--- src/rtl/pipelined_barrel_shifter.sv ---
// Pipelined barrel shifter: one stage per shift-amount bit, logical/rotate/arithmetic
// shifts in either direction, valid/ready handshake on both sides.
module pipelined_barrel_shifter #(
  parameter int unsigned WIDTH = 8,
  parameter int unsigned PIPE  = 1,
  localparam int unsigned AMT_W = $clog2(WIDTH)
) (
  input  logic             clk,
  input  logic             rst_n,
  input  logic             in_valid,
  output logic             in_ready,
  input  logic [WIDTH-1:0] in_data,
  input  logic [AMT_W-1:0] in_amt,
  input  logic             in_dir,
  input  logic [1:0]       in_mode,
  output logic             out_valid,
  input  logic             out_ready,
  output logic [WIDTH-1:0] out_data
);

  if (WIDTH < 2 || (WIDTH & (WIDTH - 1)) != 0) begin : g_width_check
    $error("pipelined_barrel_shifter: WIDTH must be a power of two and at least 2");
  end

  // Shift by s in one direction/mode; mode 11 and left arithmetic fall through to logical.
  function automatic logic [WIDTH-1:0] shift_step(
    input logic [WIDTH-1:0] d,
    input int unsigned      s,
    input logic             dir,
    input logic [1:0]       mode
  );
    logic [WIDTH-1:0] r;
    if (dir) begin
      r = d << s;
      if (mode == 2'b01) r = r | (d >> (WIDTH - s));
    end else begin
      r = d >> s;
      if (mode == 2'b01) begin
        r = r | (d << (WIDTH - s));
      end else if (mode == 2'b10 && d[WIDTH-1]) begin
        // Earlier arithmetic right stages preserve the MSB, so it is still the original sign.
        r = r | ~({WIDTH{1'b1}} >> s);
      end
    end
    return r;
  endfunction

  logic advance;

  assign advance  = !(out_valid && !out_ready);
  assign in_ready = advance;

  for (genvar k = 0; k < AMT_W; k++) begin : g_stage
    localparam int unsigned SHIFT = 1 << k;

    logic [WIDTH-1:0] d_in;
    logic [WIDTH-1:0] d_sh;
    logic [WIDTH-1:0] d_out;
    logic [AMT_W-1:0] a_in;
    logic [AMT_W-1:0] a_out;
    logic             dir_in;
    logic             dir_out;
    logic [1:0]       mode_in;
    logic [1:0]       mode_out;
    logic             v_in;
    logic             v_out;

    if (k == 0) begin : g_src
      assign d_in    = in_data;
      assign a_in    = in_amt;
      assign dir_in  = in_dir;
      assign mode_in = in_mode;
      assign v_in    = in_valid;
    end else begin : g_src
      assign d_in    = g_stage[k-1].d_out;
      assign a_in    = g_stage[k-1].a_out;
      assign dir_in  = g_stage[k-1].dir_out;
      assign mode_in = g_stage[k-1].mode_out;
      assign v_in    = g_stage[k-1].v_out;
    end

    assign d_sh = a_in[k] ? shift_step(d_in, SHIFT, dir_in, mode_in) : d_in;

    // The last stage always feeds the output register directly.
    if (PIPE != 0 && k < AMT_W - 1) begin : g_reg
      always_ff @(posedge clk or negedge rst_n) begin
        if (!rst_n) begin
          d_out    <= '0;
          a_out    <= '0;
          dir_out  <= 1'b0;
          mode_out <= 2'b00;
          v_out    <= 1'b0;
        end else if (advance) begin
          d_out    <= d_sh;
          a_out    <= a_in;
          dir_out  <= dir_in;
          mode_out <= mode_in;
          v_out    <= v_in;
        end
      end
    end else begin : g_comb
      assign d_out    = d_sh;
      assign a_out    = a_in;
      assign dir_out  = dir_in;
      assign mode_out = mode_in;
      assign v_out    = v_in;
    end
  end

  always_ff @(posedge clk or negedge rst_n) begin
    if (!rst_n) begin
      out_valid <= 1'b0;
      out_data  <= '0;
    end else if (advance) begin
      out_valid <= g_stage[AMT_W-1].v_out;
      out_data  <= g_stage[AMT_W-1].d_out;
    end
  end

  logic unused_tail;
  assign unused_tail = ^{g_stage[AMT_W-1].a_out, g_stage[AMT_W-1].dir_out,
                         g_stage[AMT_W-1].mode_out};

endmodule

--- config.mk ---
export PLATFORM = sky130hd
export DESIGN_NAME = pipelined_barrel_shifter
export DESIGN_NICKNAME = d
export VERILOG_FILES = /design/src/rtl/pipelined_barrel_shifter.sv
export SDC_FILE = /design/constraint.sdc
export NUM_CORES = 1
export LEC_CHECK = 0
export CAP_MARGIN = 40
export CORE_MARGIN = 2
export CORE_UTILIZATION = 60
export CTS_BUF_LIST = sky130_fd_sc_hd__clkbuf_8
export DETAILED_ROUTE_END_ITERATION = 7
export HOLD_SLACK_MARGIN = 0.06
export PLACE_DENSITY = 0.87
export SETUP_SLACK_MARGIN = 0.1
export SYNTH_ARGS = -nofsm -noshare
export SYNTH_HDL_FRONTEND = slang
export SYNTH_SLANG_ARGS = --single-unit
export TNS_END_PERCENT = 1
--- constraint.sdc ---
create_clock -name clk -period 2.7 [get_ports clk]
set_input_delay 0.27 -clock clk [delete_from_list [all_inputs] [get_ports clk]]
set_output_delay 0.27 -clock clk [all_outputs]
set_load 0.05 [all_outputs]
==> results.md, run 1 <==
- Status: finished, final reports clean
- Unique masters post-synth: 30
- Sink Count: 36
- Total track usage: 25.1%
- Slew @ Worst Pin: 602 ps
- Post-synth top cells: dfrtp_1, nand2_1, nor2_1, a211oi_2
- WL/cell: 14.9 µm
- GPL Wtd Cong: 0.846
- CTS tree: built
- Final Hold Viols: 0
- Crit path buffers/inverters: 1
- Number of cell rows: 20
- Fill cells: 253
- Post-synthesis cell area: 1980 µm²
- Crit-path max FO: 2
- WP depth: 1
- Worst R2R Setup Slack: 1380 ps
- Leakage: 1.04 nW
- Syn Inst Count: 200
- Layout area overhead: 16.0%
- Hold Path Class: input pin to async pin
- Starting Density: 63.7%
- Max frequency: 575 MHz
- Post-synth EDFFs: 0
- First-pass GRT wire length: 6710 µm
- Synth area leaders: dfrtp_1, a211oi_2, nand2_1, mux2i_1, buf_6
- RSZ-0062 raised after global routing: no
- Syn Nets: 218
- Via density: 5.82
- Max-slew violations: 0
- Post-DRT Antenna Nets: 0
- Core outline area: 3100 µm²
- Yosys Warn Count: 0
- Number of H-tree levels: 2
- Critical Path RT: 2430 ps
- Clock transition at the registers of the reported paths: 70 ps
- Clk buf depth: 2
- TNS Setup: 0 ps
- Crit-path slowest cell: clkdlybuf4s50_1
- Die area: 3770 µm²
- Skew final: 6.05 ps
- PortBufs: 27
- Maxcap violations: 0
- Hold Buf Count CTS: 0
- Power per Cell Area: 1030 nW/µm²
- Worst rel slew slack: 59.8%
- Critical path class: flip-flop to output port
- Initial antenna violation count: 0
- Post-CTS Resized: 0
- Arr. time, crit path: 1470 ps
- Sequential cell area fraction in the yosys report: 45.6%
- Fin crit share: 64.4%
- Layout cell share with drive strength beyond 1: 12.1%
- Dpl ws: 944 ps
- IO Count: 28
- Via count: 1553
- Number of nets in the layout: 240
- CTS Root Cell: clkbuf_8
- Yosys top cell by area: dfrtp_1
- Post-CTS Setup Bufs: 0
- Die Height: 61.4 µm
- Worst path max stage delay: 810 ps
- Largest net degree at the start of global routing: 37
- Peak VDD IR: 447 µV
- CTS buffer count: 5
- Critical Path End Type: output port
- Min cycle time layout: 1740 ps
- Cell with the most instances after synthesis: dfrtp_1
- Async S/R FF share, synth: 100%
- Total routed wirelength: 3990 µm
- Syn Area/Cell: 9.88 µm²
- Ant diodes: 0
- Synth top area share: 45.6%
- Grt ovf: 0
- Cell chain of the critical path: clkdlybuf4s50_1
- Dominant synthesized flop cell: dfrtp_1
- Die W: 61.4 µm
- Startpoint types: flip-flop
- Setup ws final: 962 ps
- DR DRC count: 0
- Crit-path leading delay family: buffers and inverters
- Drt first pass iters: 4
- Vias in the first global route: 1496
- Seq cells post-synth: 36
- Drt first-iter violations: 84
- Dpl hpwl: 2940 µm
- Clock Latency Late Sink: 290 ps
- Cells on worst reg2reg path: 3
- Hold_ws: 390 ps
- Setup-failing EPs final: 0
layout make-up:
cell class | count | area [µm²] | share of cell area (%)
Clock buffer | 6 | 82.6 | 3.60
Clock inverter | 2 | 7.51 | 0.327
Inverter | 3 | 13.8 | 0.600
Multi-Input combinational cell | 146 | 943 | 41.1
Sequential cell | 36 | 901 | 39.3
Tap cell | 44 | 55.1 | 2.40
Timing Repair Buffer | 30 | 290 | 12.7
kinds of logic (layout without fill, tap and decap cells):
kind of cell / after synthesis / after routing / synth area share (%)
AO/OA/AOI/OAI: 55 / 55 / 21.5
buffers and inverters: 18 / 41 / 6.96
flip-flops: 36 / 36 / 45.6
multiplexers: 10 / 10 / 5.06
AND/OR/NAND/NOR: 81 / 81 / 20.9
registers in the layout (all words and copies together) (netlist names):
register	flops
g_stage.d_out	16
out_data	8
g_stage.mode_out	4
g_stage.a_out	3
g_stage.dir_out	2
g_stage.v_out	2
out_valid	1
path summary, 6_finish.rpt:
path                                                          from                         endpoint
worst max-delay path                         out_valid$_DFFE_PN0N_                        out_valid
worst min-delay path                                         rst_n          out_data[2]$_DFFE_PN0N_
worst max register to register  g_stage[1].mode_out[1]$_DFFE_PN0N_          out_data[4]$_DFFE_PN0N_
worst min register to register        g_stage[0].v_out$_DFFE_PN0N_     g_stage[0].v_out$_DFFE_PN0N_
max in group asynchronous                                    rst_n  g_stage[0].d_out[0]$_DFFE_PN0N_
min in group clk                      g_stage[0].v_out$_DFFE_PN0N_     g_stage[0].v_out$_DFFE_PN0N_
metal layers:
metal / share of wire [%] / up-vias / global-route usage [%]
met5: 0 / - / 0
li1: - / 747 / -
met4: 1.9 / 0 / 14.9
met2: 54 / 53 / 42.9
met1: 39 / 745 / 27.1
met3: 5.1 / 8 / 8.19
where the power goes:
| group | switching (W) | total, W | internal [W] |
|---|---|---|---|
| combinational | 0.000611 | 0.00102 | 0.000412 |
| sequential | 0.000209 | 0.000960 | 0.000750 |
| clock | 0.000181 | 0.000381 | 0.000200 |
| total | 0.00100 | 0.00236 | 0.00136 |
layout by cell type, fill, tap and decap left out, types with 2 or more instances in the layout:
cell type,count
dfrtp_1,36
nand2_1,32
clkdlybuf4s50_1,26
nor2_1,21
a211oi_2,12
mux2i_1,10
a21o_1,10
a21oi_1,9
nand2b_1,8
o21ai_0,8
clkbuf_8,6
o211ai_1,5
inv_1,4
and3b_1,4
a31oi_1,4
buf_4,4
nand4b_1,3
and3_1,3
nor3_1,3
o311ai_1,3
or2b_1,2
o21ai_1,2
through the flow:
step	total power (W)	cell area (µm²)	util, %	cells
after floorplan	0.00172	1980	-	200
after global placement	0.00194	2200	71.0	259
after detailed placement	0.00200	2200	71.0	259
after CTS	0.00238	2290	73.9	267
after global routing	0.00253	2290	73.9	267
final	0.00236	2290	73.9	267
(Power assumes the default switching activity.)
==> run 2, diff against run 1 <==
--- a/config.mk
+++ b/config.mk
@@ -7,11 +7,11 @@
 export LEC_CHECK = 0
 export CAP_MARGIN = 40
 export CORE_MARGIN = 2
-export CORE_UTILIZATION = 60
+export CORE_UTILIZATION = 56
 export CTS_BUF_LIST = sky130_fd_sc_hd__clkbuf_8
 export DETAILED_ROUTE_END_ITERATION = 7
 export HOLD_SLACK_MARGIN = 0.06
-export PLACE_DENSITY = 0.87
+export PLACE_DENSITY = 0.82
 export SETUP_SLACK_MARGIN = 0.1
 export SYNTH_ARGS = -nofsm -noshare
 export SYNTH_HDL_FRONTEND = slang
==> constraint.sdc (replaced) <==
create_clock -name clk -period 1.76 [get_ports clk]
set_input_delay 0.176 -clock clk [delete_from_list [all_inputs] [get_ports clk]]
set_output_delay 0.176 -clock clk [all_outputs]
set_load 0.05 [all_outputs]
==> results.md, run 2 (synthesized netlist as in run 1, its figures left out) <==
- Critical Path End Type: output port
- Largest regs: g_stage.d_out x16, out_data x8, g_stage.mode_out x4
- Critical Path RT: 1580 ps (-850 ps)
- Most common cell after layout, fill and taps aside: dfrtp_1
- Maxcap violations: 0 (unchanged)
- Setup-failing EPs final: 0 (unchanged)
- Starting Density: 58.8% (-4.9 points)
- Crit-path leading delay family: buffers and inverters
- Startpoint types: flip-flop
- Grt ovf: 0 (unchanged)
- Metal3 WL: 171 µm (-17%)
- Layout area overhead: 16.8%
- Peak VDD IR: 980 µV (+120%)
- TNS Setup: 0 ps (unchanged)
- Largest reg by FF count: g_stage.d_out
- Drt first-iter violations: 96 (+14%)
- Via density: 5.79 (-0.52%)
- Max frequency: 619 MHz
- Arr. time, crit path: 1440 ps (-30 ps)
- Met1 Wirelength: 1600 µm (+2.2%)
- Die Height: 63.4 µm (+3.3%)
- Vias in the first global route: 1468 (-1.9%)
- Hold Path Class: input pin to async pin
- Die area: 4020 µm² (+6.7%)
- CTS tree: built
- Slew @ Worst Pin: 593 ps (-8.95 ps)
- Worst rel slew slack: 60.4% (+0.60 points)
- Clk buf depth: 2 (unchanged)
- Total track usage: 22.2% (-2.9 points)
- Setup ws final: 144 ps (-818 ps)
- Crit path buffers/inverters: 1 (unchanged)
- Clock transition at the registers of the reported paths: 70 ps (about the same)
- Drt first pass iters: 4 (unchanged)
- Final Util: 68.7% (-5.2 points)
- Power per Cell Area: 1580 nW/µm² (+54%)
- Number of H-tree levels: 2 (unchanged)
- Core outline area: 3360 µm² (+8.4%)
- Status: finished, final reports clean
- Dpl ws: 97.5 ps (-847 ps)
- Layout cell share with drive strength beyond 1: 12.2% (+0.11 points)
- WL/cell: 14.7 µm (-2.0%)
- Skew final: 3.08 ps (-2.97 ps)
- CTS buffer count: 5 (unchanged)
- Sink Count: 36 (unchanged)
- Worst path max stage delay: 800 ps (about the same)
- Fin crit share: 91.8%
- Cell chain of the critical path: clkdlybuf4s50_1
- CTS Root Cell: clkbuf_8
- Most frequent cells in the layout: dfrtp_1, nand2_1, clkdlybuf4s50_1
- Clock Latency Late Sink: 280 ps (about the same)
- DR DRC count: 0 (unchanged)
- Number of nets in the layout: 239 (-0.42%)
- Fill cells: 281 (+11%)
- Total routed wirelength: 3910 µm (-2.0%)
- Dpl hpwl: 2730 µm (-6.9%)
- Overall power: 0.00366 W (+55%)
- Hold Buf Count CTS: 0 (unchanged)
- Largest net degree at the start of global routing: 39 (+5.4%)
- Max layer used: met4
- Min cycle time layout: 1620 ps
- Register Area: 901 µm² (unchanged)
- Die W: 63.4 µm (+3.3%)
- Crit-path slowest cell: clkdlybuf4s50_1
- IO Count: 28 (unchanged)
- Max-slew violations: 0 (unchanged)
- Initial antenna violation count: 0 (unchanged)
- Final Hold Viols: 0 (unchanged)
- Post-DRT Antenna Nets: 0 (unchanged)
- Multi-input gate area: 943 µm² (unchanged)
- RSZ-0062 raised after global routing: yes
- Critical path class: flip-flop to output port
- Crit-path max FO: 2 (unchanged)
- Leakage: 1.05 nW (+0.49%)
- Ant diodes: 0 (unchanged)
- Max FFs per register: 16 (unchanged)
- Number of cell rows: 21 (+5.0%)
- Via count: 1545 (-0.52%)
- PortBufs: 27 (unchanged)
- First-pass GRT wire length: 6780 µm (+1.0%)
- GPL Wtd Cong: 0.878 (+3.8%)
- Met2 WL: 2040 µm (-4.4%)
## run 2: cell count changes in the layout (fill, tap and decap cells not counted), sizes merged
cell / change
inv: -2
buf: -1
clkbuf: +1
clkdlybuf4s50: -1
dlymetal6s2s: +1
## run 2: path summary, 6_finish.rpt
kind | endpoint | slack (ps) | from | depth (start not counted)
max | out_data[4] | 140 | out_data[4]$_DFFE_PN0N_ | 1
min | out_data[1]$_DFFE_PN0N_ | 300 | rst_n | 2
max reg2reg | out_data[4]$_DFFE_PN0N_ | 460 | g_stage[1].mode_out[1]$_DFFE_PN0N_ | 3
min reg2reg | out_valid$_DFFE_PN0N_ | 460 | g_stage[1].v_out$_DFFE_PN0N_ | 1
max in group asynchronous | g_stage[1].v_out$_DFFE_PN0N_ | 1140 | rst_n | 2
min in group clk | g_stage[0].a_out[2]$_DFFE_PN0N_ | 420 | in_amt[2] | 3
## run 2: per-stage QoR
step | hold WS, ps | cell area (µm²) | cells
after floorplan | -120 | 1980 | 200
after global placement | 440 | 2210 | 260
after detailed placement | 445 | 2210 | 260
after CTS | 319 | 2310 | 267
after global routing | 350 | 2310 | 267
final | 305 | 2310 | 267
## run 2: metal layers
layer | up-vias | track usage, %
met5 | - | 0
met4 | 0 | 10.9
met3 | 10 | 5.89
met2 | 51 | 38.0
met1 | 737 | 25.5
li1 | 747 | -
## run 2: area by class of cell
cell class                      instances  area share [%]
Sequential cell                        36            39.0
Clock buffer                            7            4.17
Inverter                                3           0.596
Multi-Input combinational cell        146            40.8
Tap cell                               46            2.49
Timing Repair Buffer                   29            12.9
## run 2: repair_timing
item / CTS / global route
endpoints found under the setup margin: 0 / 3
setup buffers: 0 / 0
resized for setup: 0 / 1
## run 2: where the power goes
group	switching (W)	leakage [nW]	internal, W
logic	0.000932	0.572	0.000639
registers	0.000312	0.426	0.00115
clock network	0.000276	0.0503	0.000348
total	0.00152	1.05	0.00214
==> run 3, diff against run 2 <==
--- a/config.mk
+++ b/config.mk
@@ -9,6 +9,7 @@
 export CORE_MARGIN = 2
 export CORE_UTILIZATION = 56
 export CTS_BUF_LIST = sky130_fd_sc_hd__clkbuf_8
+export CTS_CLUSTER_SIZE = 12
 export DETAILED_ROUTE_END_ITERATION = 7
 export HOLD_SLACK_MARGIN = 0.06
 export PLACE_DENSITY = 0.82
==> results of run 3 <==
Same layout as run 2: the final DEF is identical, and so are final timing and power.
